[src/rtl/alarm_controller.sv]
// -----------------------------------------------------------------------------
// alarm_controller
//
// Alarm scheduler for the digital clock. It watches the BCD time from the time
// counter and holds a programmable alarm time. It sequences the set, ring,
// snooze and stop flow, drives the buzzer pattern and raises an hourly chime.
//
// Ports
//   clk        system clock
//   reset      asynchronous, active-low reset
//   sec_tick   one-cycle pulse once per second
//   hour       current hour, BCD 00..23
//   minute     current minute, BCD 00..59
//   second     current second, BCD 00..59
//   set_en     level, high selects alarm-set mode
//   sel        pulse, toggles the field being set
//   inc        pulse, increments the selected field
//   arm        pulse, toggles alarm enable (disarms and stops while active)
//   snooze     pulse, snoozes a ringing alarm
//   stop       pulse, stops a ringing or snoozed alarm
//   al_hour    alarm hour, BCD
//   al_minute  alarm minute, BCD
//   armed      alarm enabled
//   set_field  0 = hour selected, 1 = minute selected
//   ringing    high while ringing
//   snoozing   high while snoozed
//   alert      buzzer drive, 1 s on / 1 s off while ringing
//   chime      hourly chime drive
// -----------------------------------------------------------------------------
module alarm_controller #(
  parameter int RING_SECS  = 60,
  parameter int SNOOZE_MIN = 5,
  parameter int MAX_SNOOZE = 3,
  parameter int CHIME_SECS = 4
) (
  input  logic       clk,
  input  logic       reset,
  input  logic       sec_tick,
  input  logic [7:0] hour,
  input  logic [7:0] minute,
  input  logic [7:0] second,
  input  logic       set_en,
  input  logic       sel,
  input  logic       inc,
  input  logic       arm,
  input  logic       snooze,
  input  logic       stop,
  output logic [7:0] al_hour,
  output logic [7:0] al_minute,
  output logic       armed,
  output logic       set_field,
  output logic       ringing,
  output logic       snoozing,
  output logic       alert,
  output logic       chime
);

  localparam int RW = $clog2(RING_SECS + 1);
  localparam int SW = $clog2(MAX_SNOOZE + 1);
  localparam int CW = $clog2(CHIME_SECS + 1);

  typedef enum logic [1:0] {
    ST_IDLE,
    ST_SET,
    ST_RING,
    ST_SNOOZE
  } state_e;

  // BCD increment that wraps from max_v back to 00 without carrying out.
  function automatic logic [7:0] bcd_inc(input logic [7:0] v, input logic [7:0] max_v);
    if (v == max_v)          return 8'h00;
    else if (v[3:0] == 4'd9) return {v[7:4] + 4'd1, 4'd0};
    else                     return {v[7:4], v[3:0] + 4'd1};
  endfunction

  function automatic logic [6:0] bcd2bin(input logic [7:0] v);
    return 7'(v[7:4]) * 7'd10 + 7'(v[3:0]);
  endfunction

  function automatic logic [7:0] bin2bcd(input logic [6:0] b);
    return {4'(b / 7'd10), 4'(b % 7'd10)};
  endfunction

  // Current hour:minute plus SNOOZE_MIN, carrying into the hour and wrapping
  // 23 -> 00. Done in binary because a BCD adder with carry is harder to read.
  function automatic logic [15:0] snooze_target(input logic [7:0] h, input logic [7:0] m);
    logic [6:0] hb;
    logic [6:0] mb;
    hb = bcd2bin(h);
    mb = bcd2bin(m) + 7'(SNOOZE_MIN);
    if (mb >= 7'd60) begin
      mb = mb - 7'd60;
      hb = (hb == 7'd23) ? 7'd0 : hb + 7'd1;
    end
    return {bin2bcd(hb), bin2bcd(mb)};
  endfunction

  state_e          state_q, state_d;
  logic [7:0]      al_hour_q, al_hour_d;
  logic [7:0]      al_minute_q, al_minute_d;
  logic [7:0]      sn_hour_q, sn_hour_d;
  logic [7:0]      sn_minute_q, sn_minute_d;
  logic            armed_q, armed_d;
  logic            set_field_q, set_field_d;
  logic            ringing_q, ringing_d;
  logic            snoozing_q, snoozing_d;
  logic            alert_q, alert_d;
  logic            chime_q, chime_d;
  logic [RW-1:0]   ring_cnt_q, ring_cnt_d;
  logic [SW-1:0]   snooze_cnt_q, snooze_cnt_d;
  logic [CW-1:0]   chime_cnt_q, chime_cnt_d;
  logic            alm_q, snm_q, hb_q;

  logic            alm, snm, hb;
  logic            alm_rise, snm_rise, hb_rise;
  logic            to_idle;

  // Match conditions are registered every cycle, in every state, so a match
  // window that was already open (for example while in SET) never produces an
  // edge afterwards.
  assign alm = armed_q && (hour == al_hour_q) && (minute == al_minute_q) && (second == 8'h00);
  assign snm = (hour == sn_hour_q) && (minute == sn_minute_q) && (second == 8'h00);
  assign hb  = (minute == 8'h00) && (second == 8'h00);

  assign alm_rise = alm && !alm_q;
  assign snm_rise = snm && !snm_q;
  assign hb_rise  = hb && !hb_q;

  always_comb begin
    // NOTE: every variable gets a default here so no path leaves it unassigned
    // and infers a latch; combinational logic uses blocking '=' throughout.
    state_d      = state_q;
    al_hour_d    = al_hour_q;
    al_minute_d  = al_minute_q;
    sn_hour_d    = sn_hour_q;
    sn_minute_d  = sn_minute_q;
    armed_d      = armed_q;
    set_field_d  = set_field_q;
    ringing_d    = ringing_q;
    snoozing_d   = snoozing_q;
    alert_d      = alert_q;
    chime_d      = chime_q;
    ring_cnt_d   = ring_cnt_q;
    snooze_cnt_d = snooze_cnt_q;
    chime_cnt_d  = chime_cnt_q;
    to_idle      = 1'b0;

    unique case (state_q)
      ST_IDLE: begin
        if (arm) armed_d = !armed_q;
        if (set_en) begin
          state_d = ST_SET;
        end else if (alm_rise) begin
          state_d      = ST_RING;
          ringing_d    = 1'b1;
          alert_d      = 1'b1;
          ring_cnt_d   = '0;
          snooze_cnt_d = '0;
        end
      end

      ST_SET: begin
        if (arm) armed_d = !armed_q;
        if (!set_en) begin
          state_d     = ST_IDLE;
          set_field_d = 1'b0;
        end else begin
          if (sel) set_field_d = !set_field_q;
          // inc acts on the field selected before any same-cycle sel.
          if (inc) begin
            if (set_field_q) al_minute_d = bcd_inc(al_minute_q, 8'h59);
            else             al_hour_d   = bcd_inc(al_hour_q, 8'h23);
          end
        end
      end

      ST_RING: begin
        if (arm || stop) begin
          to_idle = 1'b1;
          if (arm) armed_d = 1'b0;
        end else if (snooze) begin
          if (snooze_cnt_q < SW'(MAX_SNOOZE)) begin
            state_d                  = ST_SNOOZE;
            ringing_d                = 1'b0;
            snoozing_d               = 1'b1;
            alert_d                  = 1'b0;
            {sn_hour_d, sn_minute_d} = snooze_target(hour, minute);
            snooze_cnt_d             = snooze_cnt_q + SW'(1);
          end else begin
            to_idle = 1'b1;
          end
        end else if (sec_tick) begin
          if (ring_cnt_q == RW'(RING_SECS - 1)) begin
            to_idle = 1'b1;
          end else begin
            ring_cnt_d = ring_cnt_q + RW'(1);
            alert_d    = !alert_q;
          end
        end
      end

      ST_SNOOZE: begin
        if (arm || stop) begin
          to_idle = 1'b1;
          if (arm) armed_d = 1'b0;
        end else if (snm_rise) begin
          state_d    = ST_RING;
          ringing_d  = 1'b1;
          snoozing_d = 1'b0;
          alert_d    = 1'b1;
          ring_cnt_d = '0;
        end
      end

      default: state_d = ST_IDLE;
    endcase

    if (to_idle) begin
      state_d    = ST_IDLE;
      ringing_d  = 1'b0;
      snoozing_d = 1'b0;
      alert_d    = 1'b0;
    end

    // The chime looks at the next state so that an alarm firing on the hour
    // boundary wins, and entering SET never leaves a stale chime behind.
    if (state_d == ST_RING || state_d == ST_SET) begin
      chime_d     = 1'b0;
      chime_cnt_d = '0;
    end else if (hb_rise && (state_q == ST_IDLE || state_q == ST_SNOOZE)) begin
      chime_d     = 1'b1;
      chime_cnt_d = '0;
    end else if (chime_q && sec_tick) begin
      if (chime_cnt_q == CW'(CHIME_SECS - 1)) begin
        chime_d     = 1'b0;
        chime_cnt_d = '0;
      end else begin
        chime_cnt_d = chime_cnt_q + CW'(1);
      end
    end
  end

  // NOTE: sequential state uses non-blocking '<=' so every flop samples the
  // values from before this edge, independent of statement order.
  always_ff @(posedge clk or negedge reset) begin
    if (!reset) begin
      state_q      <= ST_IDLE;
      al_hour_q    <= 8'h07;
      al_minute_q  <= 8'h00;
      sn_hour_q    <= 8'h00;
      sn_minute_q  <= 8'h00;
      armed_q      <= 1'b0;
      set_field_q  <= 1'b0;
      ringing_q    <= 1'b0;
      snoozing_q   <= 1'b0;
      alert_q      <= 1'b0;
      chime_q      <= 1'b0;
      ring_cnt_q   <= '0;
      snooze_cnt_q <= '0;
      chime_cnt_q  <= '0;
      alm_q        <= 1'b0;
      snm_q        <= 1'b0;
      hb_q         <= 1'b0;
    end else begin
      state_q      <= state_d;
      al_hour_q    <= al_hour_d;
      al_minute_q  <= al_minute_d;
      sn_hour_q    <= sn_hour_d;
      sn_minute_q  <= sn_minute_d;
      armed_q      <= armed_d;
      set_field_q  <= set_field_d;
      ringing_q    <= ringing_d;
      snoozing_q   <= snoozing_d;
      alert_q      <= alert_d;
      chime_q      <= chime_d;
      ring_cnt_q   <= ring_cnt_d;
      snooze_cnt_q <= snooze_cnt_d;
      chime_cnt_q  <= chime_cnt_d;
      alm_q        <= alm;
      snm_q        <= snm;
      hb_q         <= hb;
    end
  end

  assign al_hour   = al_hour_q;
  assign al_minute = al_minute_q;
  assign armed     = armed_q;
  assign set_field = set_field_q;
  assign ringing   = ringing_q;
  assign snoozing  = snoozing_q;
  assign alert     = alert_q;
  assign chime     = chime_q;

endmodule

[config.mk]
export PLATFORM = sky130hd
export DESIGN_NAME = alarm_controller
export DESIGN_NICKNAME = d
export VERILOG_FILES = /design/src/rtl/alarm_controller.sv
export SDC_FILE = /design/constraint.sdc
export NUM_CORES = 1
export LEC_CHECK = 0
export ABC_AREA = 1
export BUFFER_PORTS_ARGS = -buffer_cell sky130_fd_sc_hd__buf_2
export CAP_MARGIN = 30
export CORE_MARGIN = 2
export CORE_UTILIZATION = 45
export CTS_BUF_LIST = sky130_fd_sc_hd__clkbuf_4 sky130_fd_sc_hd__clkbuf_8 sky130_fd_sc_hd__clkbuf_16
export CTS_CLUSTER_DIAMETER = 60
export CTS_CLUSTER_SIZE = 40
export DETAILED_ROUTE_END_ITERATION = 10
export HOLD_SLACK_MARGIN = 0.1
export SYNTH_ARGS = -nofsm -noshare
export SYNTH_HDL_FRONTEND = slang
export SYNTH_SLANG_ARGS = --single-unit
[constraint.sdc]
create_clock -name clk -period 3.6 [get_ports clk]
set_clock_uncertainty 0.1 [all_clocks]
set_input_delay 0.18 -clock clk [delete_from_list [all_inputs] [get_ports clk]]
set_output_delay 0.18 -clock clk [all_outputs]
set_load 0.05 [all_outputs]
==> impl_metrics.env, run 1 <==
export IMPL_synthMuxAreaShare=0.00417
export IMPL_synth_simple_area_share=0.393
export IMPL_syn_area_um2=5100
export IMPL_syn_inst=734
export IMPL_crit_slowest_cell="fa_2"
export IMPL_portBuffers=54
export IMPL_syn_nets=809
export IMPL_final_period_utilization=1.01
export IMPL_first_pass_iters=4
export IMPL_synth_edf_count=0
export IMPL_cellPowerDensity_nw_per_um2=809
export IMPL_status="finished, violations left"
export IMPL_rows=38
export IMPL_drcViolationCount=0
export IMPL_cts_path_max_buffers=2
export IMPL_cpPeakStageDelay_ns=0.61
export IMPL_die_h_um=110
export IMPL_slew_headroom=0.365
export IMPL_ant_nets=0
export IMPL_cts_buffers_inserted=5
export IMPL_most_common_layout_cells="160 x nand2_1, 100 x inv_1, 86 x buf_4"
export IMPL_io_pins=55
export IMPL_crit_type="input port to flip-flop"
export IMPL_drt_initial_drc_count=349
export IMPL_gr_usage_all_layers=0.231
export IMPL_arrival_ns=3.73
export IMPL_fp_dieW_um=110
export IMPL_synth_flop_cell="dfrtp_1"
export IMPL_grt_pass1_vias=5204
export IMPL_final_common_cell="nand2_1"
export IMPL_cts_tree="built"
export IMPL_tightest_slew_ns=0.946
export IMPL_worstPathMaxFanout=5
export IMPL_setup_viol=4
export IMPL_synth_top_family_by_area="simple AND/OR/NAND/NOR gates"
export IMPL_p_leak_nw=3.50
export IMPL_post_route_min_period_ns=3.65
export IMPL_drive_above_1_share=0.328
export IMPL_whs_ns=0.116
export IMPL_cp_startpoint="minute[7]"
export IMPL_violations="negative setup slack"
export IMPL_avgSynthCellArea_um2=6.94
export IMPL_grt_pass1_wl_mm=23.9
export IMPL_diodes=0
export IMPL_rrSetupSlack_ns=0.56
export IMPL_clkSinkCount=54
export IMPL_synthAdderAreaFrac=0.109
export IMPL_synth_largest_area_cell="dfrtp_1"
export IMPL_rsz0062_at_grt="true"
export IMPL_end_kind="flip-flop"
export IMPL_maxSlewViolCount=0
export IMPL_grt_overflow=0
export IMPL_final_setup_worst_slack_ns=-0.0458
export IMPL_worstHoldPathCells=4
export IMPL_vias=5351
export IMPL_nFillCells=980
export IMPL_clk_latency_ns=0.30
export IMPL_die_area_um2=12200
export IMPL_ys_warn_count=0
export IMPL_ctsHtreeMaxLevel=2
export IMPL_dp_hpwl_mm=11.1
export IMPL_area_delta_synth_final_pct=35.4
export IMPL_core_area_um2=10900
export IMPL_fmaxAchievable_mhz=274
export IMPL_seq_area_frac_synth=0.266
export IMPL_reg2reg_from="state_q[0]$_DFF_PN0_"
export IMPL_yosys_area_share_xor_xnor=0.0444
export IMPL_critPathLaunchType="input port"
export IMPL_cts_clk_slew_worst_paths_ns=0.07
export IMPL_hold_viol=0
export IMPL_peakVddDrop_mv=0.417
export IMPL_routabilityCongestion=0.893
export IMPL_reg2reg_depth=15
export IMPL_netlist_cell_type_count=53
export IMPL_synth_seq_cells=54
export IMPL_critPathMostFrequentCell="nand2_2"
export IMPL_antenna_found_initial=0
export IMPL_nNetsFinal=960
export IMPL_routedWlPerCell_um=14.2
export IMPL_hp_start="sec_tick"
export IMPL_async_reset_ff_frac=1.00
export IMPL_finalPower_w=0.00558
export IMPL_grt_max_degree=35
export IMPL_synth_area_leaders="dfrtp_1 25%, nand2_1 14%, ha_1 9.3%"
export IMPL_yosys_area_top_type_share=0.250
export IMPL_hold_path_class="input port to flip-flop"
export IMPL_pre_cts_ws_ns=-0.449
export IMPL_crit_required_ns=3.69
export IMPL_synth_compound_area_frac=0.0906
export IMPL_register_area_um2=1360
export IMPL_max_cap_violations=0
export IMPL_start_util=0.466
export IMPL_multiInputGateArea_um2=3740
export IMPL_finalWirelength_mm=14.5
export IMPL_vias_per_cell=5.22
export IMPL_clock_root_buffer="clkbuf_16"
[critical path: cells and delay by family]
kind / cells / cell delay, ns
simple gates: 18 / 1.55
compound gates: 2 / 0.32
fa+ha+maj: 4 / 1.16
buf+inv: 6 / 0.54
[cell usage after synthesis (2+ instances only)]
cell type,n
o21ai_0,29
a31oi_1,2
dfrtp_1,51
clkbuf_1,2
o2111ai_1,4
o21ai_1,6
nor4_1,6
o22ai_1,4
fa_1,4
a21oi_1,24
xnor2_1,8
nor2_1,55
nand4_2,3
nor2_4,2
nand3b_1,4
nand3_1,56
nand4_1,21
nor3_1,19
inv_2,10
nand2_4,3
or2_2,5
nand2_1,192
ha_1,38
nor3b_1,2
nand3_2,16
xor2_1,16
nand2_2,17
nand3_4,2
dfstp_2,3
inv_1,107
[metal layers]
layer,track usage,vias to the layer above,part of all wire
met3,0.0362,25,0.043
met5,0,-,0
met1,0.310,2512,0.46
li1,-,2696,-
met4,0.0608,0,0.020
met2,0.389,118,0.48
[final timing paths]
check                                        endpoint
max                          sn_hour_q[3]$_DFFE_PN0P_
min                        chime_cnt_q[0]$_DFFE_PN0P_
min reg2reg                      snoozing$_DFFE_PN0P_
max reg2reg                chime_cnt_q[2]$_DFFE_PN0P_
max in group asynchronous      al_hour[0]$_DFFE_PN1P_
min in group asynchronous    al_minute[3]$_DFFE_PN0P_
[flip-flops by register name (all words and copies together), names as in the netlist]
| register | count |
|---|---|
| state_q | 2 |
| sn_hour_q | 8 |
| ringing | 1 |
| sn_minute_q | 8 |
| chime | 1 |
| chime_cnt_q | 3 |
| set_field | 1 |
| al_minute | 8 |
| alert | 1 |
| snoozing | 1 |
| al_hour | 8 |
| alm_q | 1 |
| ring_cnt_q | 6 |
| snooze_cnt_q | 2 |
| armed | 1 |
| hb_q | 1 |
| snm_q | 1 |
[where the power goes]
group | switching (W) | total (W) | internal (W)
Sequential | 0.000190 | 0.00102 | 0.000827
Combinational | 0.00241 | 0.00407 | 0.00166
Clock | 0.000233 | 0.000499 | 0.000266
[metrics by stage]
stage	area [um2]	TNS (ns)	util	std cells
3_5_place_dp	6150	-3.23	0.562	995
2_1_floorplan	5190	0	-	734
4_1_cts	6580	0	0.601	1019
5_1_grt	6900	-1.45	0.631	1026
3_3_place_gp	6150	-1.88	0.562	995
6_report	6900	-0.0929	0.631	1026
[layout make-up]
| cell class | count | share of cell area |
|---|---|---|
| Tap cell | 140 | 0.0254 |
| Inverter | 118 | 0.0660 |
| Multi-Input combinational cell | 558 | 0.542 |
| Clock inverter | 2 | 0.00218 |
| Timing Repair Buffer | 148 | 0.149 |
| Clock buffer | 6 | 0.0192 |
| Sequential cell | 54 | 0.196 |
[what timing repair did]
item                                    4_1_cts  5_1_grt
pin swaps                                    32       43
hold buffers                                  3        0
resized for setup                            40       60
endpoints found under the setup margin        7        8
hold endpoints to repair                     22        0
setup buffers                                13        7
[logic make-up (layout without fill, tap and decap cells)]
| logic type | after synthesis | count (layout) |
|---|---|---|
| AND/OR/NAND/NOR | 409 | 409 |
| buffers and inverters | 122 | 274 |
| AO/OA/AOI/OAI | 80 | 80 |
| flip-flops | 54 | 54 |
| adder cells (fa/ha/maj) | 42 | 42 |
| XOR/XNOR | 25 | 25 |
| multiplexers | 2 | 2 |
No activity file was read; power rests on OpenSTA's default activity.
==> run 2, diff against run 1 <==
CORE_MARGIN = default   (was 2)
==> run 2 against run 1 <==
The run still ends with negative setup slack left. Hold slack lost 0.00095 ns. Sequential cell count did not move. Combinational power shrank 5%. Wire length down 3.8%. Count of clock-buffer cells in the layout is the same. Register-to-register slack better by 0.04 ns. Via count down 0.39%. Global-route usage grew 1.4 points. Maximum frequency is 0.82% higher. Clock power increased by 2%. Final cell count decreased by 0.78%. Critical endpoint is now sn_minute_q[2]$_DFFE_PN0P_.
==> impl_metrics.env, run 2 (synthesized netlist as in run 1, its figures left out) <==
export IMPL_area_delta_synth_final_pct=33.4
export IMPL_crit_type="input port to flip-flop"
export IMPL_setup_viol=2
export IMPL_crit_slowest_cell="fa_2"
export IMPL_critPathLaunchType="input port"
export IMPL_antenna_found_initial=0
export IMPL_cts_clk_slew_worst_paths_ns=0.07
export IMPL_most_common_layout_cells="169 x nand2_1, 100 x inv_1, 79 x buf_4"
export IMPL_crit_required_ns=3.69
export IMPL_cp_startpoint="minute[5]"
export IMPL_die_h_um=108
export IMPL_cellPowerDensity_nw_per_um2=795
export IMPL_rrSetupSlack_ns=0.60
export IMPL_drcViolationCount=0
export IMPL_maxSlewViolCount=0
export IMPL_io_pins=55
export IMPL_end_kind="flip-flop"
export IMPL_drt_initial_drc_count=304
export IMPL_setup_tns_ns=-0.0268
export IMPL_post_route_min_period_ns=3.62
export IMPL_cpPeakStageDelay_ns=0.61
export IMPL_final_common_cell="nand2_1"
export IMPL_cts_buffers_inserted=5
export IMPL_nFillCells=972
export IMPL_cts_path_max_buffers=2
export IMPL_worstPathMaxFanout=5
export IMPL_cts_tree="built"
export IMPL_max_cap_violations=0
export IMPL_reg2reg_depth=15
export IMPL_nNetsFinal=952
export IMPL_grt_overflow=0
export IMPL_fmaxAchievable_mhz=277
export IMPL_tightest_slew_ns=0.840
export IMPL_grt_pass1_wl_mm=23.0
export IMPL_final_setup_worst_slack_ns=-0.0160
export IMPL_p_leak_nw=3.47
export IMPL_finalWirelength_mm=14.0
export IMPL_portBuffers=54
export IMPL_crit_family="simple AND/OR/NAND/NOR gates"
export IMPL_ant_nets=0
export IMPL_hold_path_class="input port to flip-flop"
export IMPL_multiInputGateArea_um2=3700
export IMPL_grt_pass1_vias=5005
export IMPL_clock_root_buffer="clkbuf_16"
export IMPL_arrival_ns=3.71
export IMPL_ctsHtreeMaxLevel=2
export IMPL_vias=5330
export IMPL_grt_max_degree=35
export IMPL_routabilityCongestion=0.904
export IMPL_rsz0062_at_grt="true"
export IMPL_rr_endpoint="chime_cnt_q[2]$_DFFE_PN0P_"
export IMPL_reg2reg_from="state_q[0]$_DFF_PN0_"
export IMPL_clk_latency_ns=0.30
export IMPL_start_util=0.466
export IMPL_whs_ns=0.115
export IMPL_diodes=0
export IMPL_violations="negative setup slack"
export IMPL_routedWlPerCell_um=13.7
export IMPL_slew_headroom=0.436
export IMPL_path_buf_inv=6
export IMPL_hold_viol=0
export IMPL_status="finished, violations left"
export IMPL_gr_usage_all_layers=0.245
export IMPL_crit_end="sn_minute_q[2]$_DFFE_PN0P_"
export IMPL_core_area_um2=10900
export IMPL_die_area_um2=11800
export IMPL_clkSinkCount=54
export IMPL_dp_hpwl_mm=11.0
export IMPL_drive_above_1_share=0.309
export IMPL_crit_cells=31
export IMPL_fp_dieW_um=108
export IMPL_register_area_um2=1360
export IMPL_first_pass_iters=7
export IMPL_vias_per_cell=5.24
export IMPL_peakVddDrop_mv=0.465
export IMPL_final_period_utilization=1.00
export IMPL_critPathMostFrequentCell="nand2_2"
export IMPL_rows=38
run 2: cell types whose count changed in the layout (fill, tap and decap cells not counted), moves of 2 or more:
cell / previous run / this run
buf_4: 86 / 79
nand2_1: 160 / 169
nand2_2: 33 / 29
nand2_4: 18 / 13
nand3_2: 15 / 12
nand3_4: 12 / 14
nor2_1: 52 / 54
nor2_2: 4 / 2
run 2: final cells by class:
cell class	count	area share
well taps	140	0.0258
multi-input cells	558	0.544
flip-flops and latches	54	0.199
repair buffers	140	0.142
inverters	118	0.0666
clock buffers	6	0.0204
clock inverters	2	0.00239
run 2: per-layer routing:
| layer | wire length (um) | GRT usage | vias to the layer above |
|---|---|---|---|
| met5 | 0 | 0 | - |
| met2 | 6800 | 0.416 | 114 |
| li1 | - | - | 2692 |
| met3 | 523 | 0.0301 | 22 |
| met4 | 204 | 0.0502 | 0 |
| met1 | 6470 | 0.332 | 2502 |
run 2: what timing repair did:
| action | CTS | global route |
|---|---|---|
| buffers inserted | 6 | 10 |
| setup endpoints to repair | 6 | 8 |
| hold buffers | 3 | 0 |
| gates resized for setup | 39 | 44 |
| hold endpoints to repair | 22 | 0 |
| pin swaps | 31 | 35 |
run 2: metrics by stage:
stage / std cells / worst slack [ns] / instance area (um2) / util / power [W]
global placement: 995 / -0.293 / 6150 / 0.562 / 0.00413
detailed placement: 995 / -0.450 / 6150 / 0.562 / 0.00425
global route: 1018 / -0.294 / 6800 / 0.622 / 0.00585
CTS: 1012 / 0.00146 / 6540 / 0.598 / 0.00504
floorplan: 734 / 0.00323 / 5190 / - / 0.00320
finish: 1018 / -0.0160 / 6800 / 0.622 / 0.00540
run 2: how the worst min path moves through the flow:
stage,startpoint,endpoint,cells after the start
global route,sec_tick,chime_cnt_q[0]$_DFFE_PN0P_,4
finish,sec_tick,chime_cnt_q[0]$_DFFE_PN0P_,4
CTS,sec_tick,chime_cnt_q[0]$_DFFE_PN0P_,4
floorplan,reset,al_hour[3]$_DFFE_PN0P_,0
detailed placement,reset,al_minute[7]$_DFFE_PN0P_,1
global placement,reset,al_minute[7]$_DFFE_PN0P_,1
run 2: worst reg2reg max path, cell delays in order (launching register included):
cell      delay, ns
dfrtp_1        0.42
inv_1          0.15
ha_1           0.46
inv_1          0.19
nor3_2         0.28
clkinv_1       0.09
buf_4          0.20
nand2_1        0.08
a21oi_1        0.06
o221ai_1       0.14
nand2_1        0.11
nand2_1        0.07
nand2_1        0.07
nor2_1         0.30
nand2_1        0.10
a21oi_1        0.13
run 2: where the power goes:
group | switching, W | internal [W] | leakage (nW)
clock network | 0.000229 | 0.000280 | 0.0735
registers | 0.000190 | 0.000827 | 0.666
logic | 0.00232 | 0.00156 | 2.73
total | 0.00274 | 0.00266 | 3.47
